$ cat src/rtl/vga_bar_display.sv
// vga_bar_display
//   VGA timing generator with a segmented multi-channel bar-graph overlay.
//   A clock divider produces a pixel enable (pe). x/y position counters, the
//   sync outputs and the pixel colour all advance on pe. Each bar has a solid
//   two-row outline and an interior that lights one segment per level unit.
//   Levels are clamped and latched once per frame, on the last pixel of the
//   last active line, so the picture never tears mid-frame.
//
// Ports
//   clk        in   system clock
//   rst_n      in   asynchronous active-low reset
//   levels     in   packed levels, bar i = levels[i*LEVEL_W +: LEVEL_W]
//   hsync      out  horizontal sync, active low (registered on pe)
//   vsync      out  vertical sync, active low (registered on pe)
//   r, g, b    out  4-bit colour channels (registered on pe)
//   frame_tick out  one-clk pulse in the clk after the levels are latched
module vga_bar_display #(
    parameter int unsigned CLK_DIV    = 4,
    parameter int unsigned H_ACTIVE   = 640,
    parameter int unsigned H_FP       = 16,
    parameter int unsigned H_SYNC     = 96,
    parameter int unsigned H_BP       = 48,
    parameter int unsigned V_ACTIVE   = 480,
    parameter int unsigned V_FP       = 10,
    parameter int unsigned V_SYNC     = 2,
    parameter int unsigned V_BP       = 33,
    parameter int unsigned N_BARS     = 4,
    parameter int unsigned LEVEL_W    = 5,
    parameter int unsigned SEGS       = 28,
    parameter int unsigned SEG_SHIFT  = 2,
    parameter int unsigned BAR_X0     = 200,
    parameter int unsigned BAR_Y0     = 200,
    parameter int unsigned BAR_H      = 16,
    parameter int unsigned BAR_GAP    = 8,
    parameter int unsigned WARN_LEVEL = 5,
    parameter logic [11:0] FG_COLOR   = 12'hFFF,
    parameter logic [11:0] WARN_COLOR = 12'hF00
) (
    input  logic                        clk,
    input  logic                        rst_n,
    input  logic [N_BARS*LEVEL_W-1:0]   levels,
    output logic                        hsync,
    output logic                        vsync,
    output logic [3:0]                  r,
    output logic [3:0]                  g,
    output logic [3:0]                  b,
    output logic                        frame_tick
);

    localparam int unsigned H_TOTAL  = H_ACTIVE + H_FP + H_SYNC + H_BP;
    localparam int unsigned V_TOTAL  = V_ACTIVE + V_FP + V_SYNC + V_BP;
    localparam int unsigned HW       = $clog2(H_TOTAL);
    localparam int unsigned VW       = $clog2(V_TOTAL);
    // A 1-bit divider is kept for CLK_DIV = 1; it then never leaves 0 and pe stays high.
    localparam int unsigned DIV_W    = (CLK_DIV > 1) ? $clog2(CLK_DIV) : 1;
    localparam int unsigned HS_START = H_ACTIVE + H_FP;
    localparam int unsigned HS_END   = H_ACTIVE + H_FP + H_SYNC;
    localparam int unsigned VS_START = V_ACTIVE + V_FP;
    localparam int unsigned VS_END   = V_ACTIVE + V_FP + V_SYNC;
    localparam int unsigned BAR_W    = SEGS << SEG_SHIFT;

    localparam logic [DIV_W-1:0] DIV_LAST = DIV_W'(CLK_DIV - 1);
    localparam logic [HW-1:0]    X_LAST   = HW'(H_TOTAL - 1);
    localparam logic [VW-1:0]    Y_LAST   = VW'(V_TOTAL - 1);
    localparam logic [VW-1:0]    Y_LATCH  = VW'(V_ACTIVE - 1);

    logic [DIV_W-1:0]   div_cnt;
    logic               pe;
    logic [HW-1:0]      x;
    logic [VW-1:0]      y;
    logic [LEVEL_W-1:0] shadow [N_BARS];
    logic [11:0]        color;

    logic [31:0]        xi;
    logic [31:0]        yi;
    logic [31:0]        seg;
    logic [31:0]        top;
    logic               in_cols;
    logic               hs_n;
    logic               vs_n;
    logic               latch_pt;
    logic [11:0]        pix_color;

    assign pe = (div_cnt == DIV_LAST);

    always_ff @(posedge clk or negedge rst_n) begin
        if (!rst_n) begin
            div_cnt <= '0;
        end else if (pe) begin
            div_cnt <= '0;
        end else begin
            div_cnt <= div_cnt + DIV_W'(1);
        end
    end

    always_ff @(posedge clk or negedge rst_n) begin
        if (!rst_n) begin
            x <= '0;
            y <= '0;
        end else if (pe) begin
            if (x == X_LAST) begin
                x <= '0;
                y <= (y == Y_LAST) ? '0 : y + VW'(1);
            end else begin
                x <= x + HW'(1);
            end
        end
    end

    // Decode of the current (x, y); the result is registered on pe so every
    // output lags the counters by exactly one pixel period.
    always_comb begin
        xi        = 32'(x);
        yi        = 32'(y);
        hs_n      = !((xi >= HS_START) && (xi < HS_END));
        vs_n      = !((yi >= VS_START) && (yi < VS_END));
        latch_pt  = (x == X_LAST) && (y == Y_LATCH);
        in_cols   = (xi >= BAR_X0) && (xi < BAR_X0 + BAR_W);
        seg       = (xi - BAR_X0) >> SEG_SHIFT;
        top       = '0;
        pix_color = '0;
        if ((xi < H_ACTIVE) && (yi < V_ACTIVE) && in_cols) begin
            for (int unsigned i = 0; i < N_BARS; i++) begin
                top = BAR_Y0 + i * (BAR_H + BAR_GAP);
                if ((yi >= top) && (yi < top + BAR_H)) begin
                    if ((yi < top + 2) || (yi >= top + BAR_H - 2)) begin
                        pix_color = FG_COLOR;
                    end else if (seg < 32'(shadow[i])) begin
                        pix_color = (32'(shadow[i]) <= WARN_LEVEL) ? WARN_COLOR : FG_COLOR;
                    end
                end
            end
        end
    end

    always_ff @(posedge clk or negedge rst_n) begin
        if (!rst_n) begin
            hsync      <= 1'b1;
            vsync      <= 1'b1;
            color      <= '0;
            frame_tick <= 1'b0;
            for (int unsigned i = 0; i < N_BARS; i++) begin
                shadow[i] <= '0;
            end
        end else begin
            frame_tick <= pe && latch_pt;
            if (pe) begin
                hsync <= hs_n;
                vsync <= vs_n;
                color <= pix_color;
                if (latch_pt) begin
                    for (int unsigned i = 0; i < N_BARS; i++) begin
                        shadow[i] <= (32'(levels[i*LEVEL_W +: LEVEL_W]) > SEGS)
                                     ? LEVEL_W'(SEGS) : levels[i*LEVEL_W +: LEVEL_W];
                    end
                end
            end
        end
    end

    assign r = color[11:8];
    assign g = color[7:4];
    assign b = color[3:0];

endmodule

$ cat config.mk
export PLATFORM = sky130hd
export DESIGN_NAME = vga_bar_display
export DESIGN_NICKNAME = d
export VERILOG_FILES = /design/src/rtl/vga_bar_display.sv
export SDC_FILE = /design/constraint.sdc
export NUM_CORES = 1
export LEC_CHECK = 0
export ABC_CLOCK_PERIOD_IN_PS = 3850
export CAP_MARGIN = 0
export CORE_MARGIN = 5
export CORE_UTILIZATION = 56
export DETAILED_ROUTE_END_ITERATION = 16
export PLACE_DENSITY = 0.77
export REMOVE_ABC_BUFFERS = 1
export SLEW_MARGIN = 10
export SYNTH_ARGS = -nofsm -noshare
export SYNTH_HDL_FRONTEND = slang
export SYNTH_SLANG_ARGS = --single-unit
$ cat constraint.sdc
create_clock -name clk -period 3.85 [get_ports clk]
set_clock_uncertainty 0.15 [all_clocks]
set_input_delay 0.385 -clock clk [delete_from_list [all_inputs] [get_ports clk]]
set_output_delay 0.385 -clock clk [all_outputs]
set_load 0.05 [all_outputs]
==> impl_metrics.csv <==
group,metric,value,unit
outcome,status,"completed",
floorplanning,coreArea,5170,um^2
critical_path,crit_path_end_kind,"flip-flop",
cts,cts_max_path_buffers,2,
critical_path,worstPathArrival,3.12,ns
final_layout,final.fill_count,426,
critical_path,crit_path_max_fanout,9,
place,post-place-ws,0.797,ns
yosys,synth_top_area_share,0.373,
final_layout,layout.nets,417,
cts,ctsHoldBuffers,0,
timing,final.hold.worst_slack,0.105,ns
timing,tightest_slew,1.04,ns
yosys,post_synth.cell_area_avg,8.64,um^2
critical_path,timing.reg2reg.worst_path_depth,11,
yosys,synth.largest_area_cell,"dfrtp_1",
pwr,power.net_switching,0.195,mW
yosys,syn-instance-count,350,
yosys,postSynth.topFlopCell,"dfrtp_1",
floorplanning,design.die.area,6970,um^2
place,dp.cells,433,
timing,final-max-slew-violation-count,0,
yosys,synth.yosys.seq_area_share,0.390,
yosys,synth.yosys.warnings,0,
critical_path,worstPathCellList,"inv_1, ha_1, inv_1, ha_1, a21o_1, a31oi_1, o2111ai_1, or4_1, a21o_2, o211ai_1, o221ai_2",
route,detail-route-antenna-nets,0,
pwr,power.internal,0.709,mW
critical_path,critical_path_class,"reg2reg",
final_layout,antenna-diode-count,0,
final_layout,layout-area-overhead-vs-synth,14.3,%
timing,setup_viol,0,
timing,post-route-period-util,0.805,
timing,finalWorstSetupSlack,0.752,ns
global_route,grt.overflow.total,0,
floorplanning,fp.dieH,83.5,um
global_route,grt_util_all_layers,0.190,
yosys,ys_async_sr_fraction,1.00,
pwr,share_comb_of_total_power,0.037,
cts,post_cts_setup_buffer_count,0,
route,drt_drc_violations_left,0,
timing,hold_viol,0,
critical_path,critical_path.startpoint_type,"flip-flop",
floorplanning,die_w,83.5,um
pwr,worst_vdd_rail_ir_drop,281,uV
timing,max-slew-margin-rel,0.308,
route,avgRoutedWirePerCell,14.5,um
pwr,switching_share,0.216,
global_route,largest_net_degree_at_the_start_of_global_routing,48,
cts,numCtsBuffers,5,
timing,period_needed,3.10,ns
final_layout,final_layout_size_suffix_gt1_frac,0.0512,
place,gp_congestion,0.911,
place,hpwl,4.82,mm
yosys,mapped_cell_area,3020,um^2
yosys,synth_top_cells_by_area,"dfrtp_1 37%, ha_1 10%, nand2_1 6.0%",
critical_path,cp_slowest_cell,"dfrtp_1",
yosys,postSynthRegisterBits,47,
yosys,synth-edff-count,0,
final_layout,layout.cells.most_common,"nand2_1",
global_route,first_global_vias,2374,
route,starting_drt_drc_count,209,
pwr,cellLeakagePower,1.52,nW
global_route,antenna_found_initial,0,
route,post_drt_via_cell_ratio,5.73,
route,drt_pass_1_iters,4,
global_route,grt_first_pass_wirelength,11.1,mm
route,routed-via-count,2526,
timing,maxClockFrequency,323,MHz
route,totalWireLength,6.41,mm
cts,cts_root_buf,"clkbuf_8",
floorplanning,start_util,0.584,
floorplanning,num_io_pins,37,
cts,cts_sinks,47,
pwr,total_power,0.904,mW
cts,insertion_delay,0.31,ns
timing,setup-tns-final,0,ns
pwr,pwr_density_cell,262,nW/um^2
cts,clkSlewWorstSetupHoldPaths,0.10,ns
timing,unrepaired_setup_endpoints_after_global_routing,"no",
hold_path,hold_class,"in2async",
final_layout,final_cell_mix,"48 x nand2_1, 45 x dfrtp_1, 35 x clkdlybuf4s50_1",
critical_path,cp_data_required_time,3.87,ns
critical_path,timing.critical_path.slowest_cell_delay,0.51,ns
floorplanning,floorplan.rows,26,
job,max_cap_viol_count,0,
yosys,post_synth_num_cell_types,53,
cts,cts.htree.levels,2,
final_layout,final-instance-count-excl-fill,441,
place,portBuffers,36,
cts,cts-resized-gates,0,
cts,clock_tree_from_tritoncts,"built",
pwr,power.clock.fraction,0.418,
pwr,seq_power_share,0.546,
-- critical path, delay by kind of cell, from the launching register on --
family / cells / cell delay [ns]
AO/OA/AOI/OAI: 6 / 0.89
flip-flops: 1 / 0.51
AND/OR/NAND/NOR: 1 / 0.48
adder cells (fa/ha/maj): 2 / 0.59
buffers and inverters: 2 / 0.33
-- sequential cells by signal, indices dropped and copies added, names as in the netlist --
register and cells:
shadow 20, x 10, y 10, color 2, div_cnt 2, frame_tick 1
hsync 1, vsync 1
-- power by group through the flow --
| stage | clock network (mW) | registers, mW | logic, mW |
|---|---|---|---|
| floorplan | 0 | 0.503 | 0.00144 |
| global placement | 0 | 0.503 | 0.0333 |
| detailed placement | 0 | 0.503 | 0.0340 |
| CTS | 0.383 | 0.493 | 0.0342 |
| global route | 0.405 | 0.493 | 0.0370 |
| finish | 0.378 | 0.493 | 0.0331 |
-- logic make-up after synthesis --
family | synth area share
multiplexers | 0.00662
AO/OA/AOI/OAI | 0.165
flip-flops | 0.390
buffers and inverters | 0.0828
AND/OR/NAND/NOR | 0.212
XOR/XNOR | 0.0406
adder cells (fa/ha/maj) | 0.103
-- stage by stage --
| stage | area (um^2) | utilization |
|---|---|---|
| after floorplan | 2880 | - |
| after global placement | 3340 | 0.646 |
| after detailed placement | 3340 | 0.646 |
| after CTS | 3460 | 0.668 |
| after global routing | 3460 | 0.668 |
| final | 3460 | 0.668 |
-- cells in the mapped netlist (2+ instances only) --
library cell,count
and2_1,3
dfstp_2,2
nand2_1,48
clkbuf_1,11
ha_1,25
buf_4,10
or4_1,3
mux2i_1,2
a31oi_1,3
xnor2_1,10
a21oi_1,13
nand3_1,16
a311oi_1,2
o2111ai_1,3
or3_1,2
a32o_1,2
xor2_1,4
and3_1,4
o21ai_0,32
o211ai_1,3
nor2_1,24
nand2b_1,9
inv_1,29
dfrtp_1,45
a211oi_1,3
nand4_1,5
nor3_1,8
o21bai_1,2
nor4_1,3
-- routing by layer --
layer / part of all wire / up-vias / routed length, um / track usage
met3: 0.054 / 9 / 347 / 0.0346
met1: 0.46 / 1207 / 2950 / 0.261
met4: 0.011 / 0 / 72 / 0.0526
li1: - / 1247 / - / -
met2: 0.47 / 63 / 3030 / 0.310
met5: 0 / - / 0 / 0
-- cell type report --
cell class / instances / area [um^2] / area share
clock buffers: 5 / 68.8 / 0.0199
flip-flops and latches: 47 / 1180 / 0.341
inverters: 29 / 109 / 0.0315
well taps: 70 / 87.6 / 0.0253
repair buffers: 38 / 370 / 0.107
clock inverters: 3 / 47.5 / 0.0138
multi-input cells: 249 / 1590 / 0.461
-- path summary, 6_finish.rpt --
| path | slack, ns | start | to |
|---|---|---|---|
| max | 0.75 | x[3]$_DFFE_PN0P_ | color[7]$_DFFE_PN0P_ |
| max in group asynchronous | 2.81 | rst_n | shadow[1]$_DFFE_PN0P_ |
| min reg2reg | 0.30 | div_cnt[0]$_DFF_PN0_ | div_cnt[0]$_DFF_PN0_ |
| min in group clk | 0.30 | div_cnt[0]$_DFF_PN0_ | div_cnt[0]$_DFF_PN0_ |
| min | 0.10 | rst_n | y[9]$_DFFE_PN0P_ |
| max reg2reg | 0.75 | x[3]$_DFFE_PN0P_ | color[7]$_DFFE_PN0P_ |
Power figures use the tool's default switching activity.
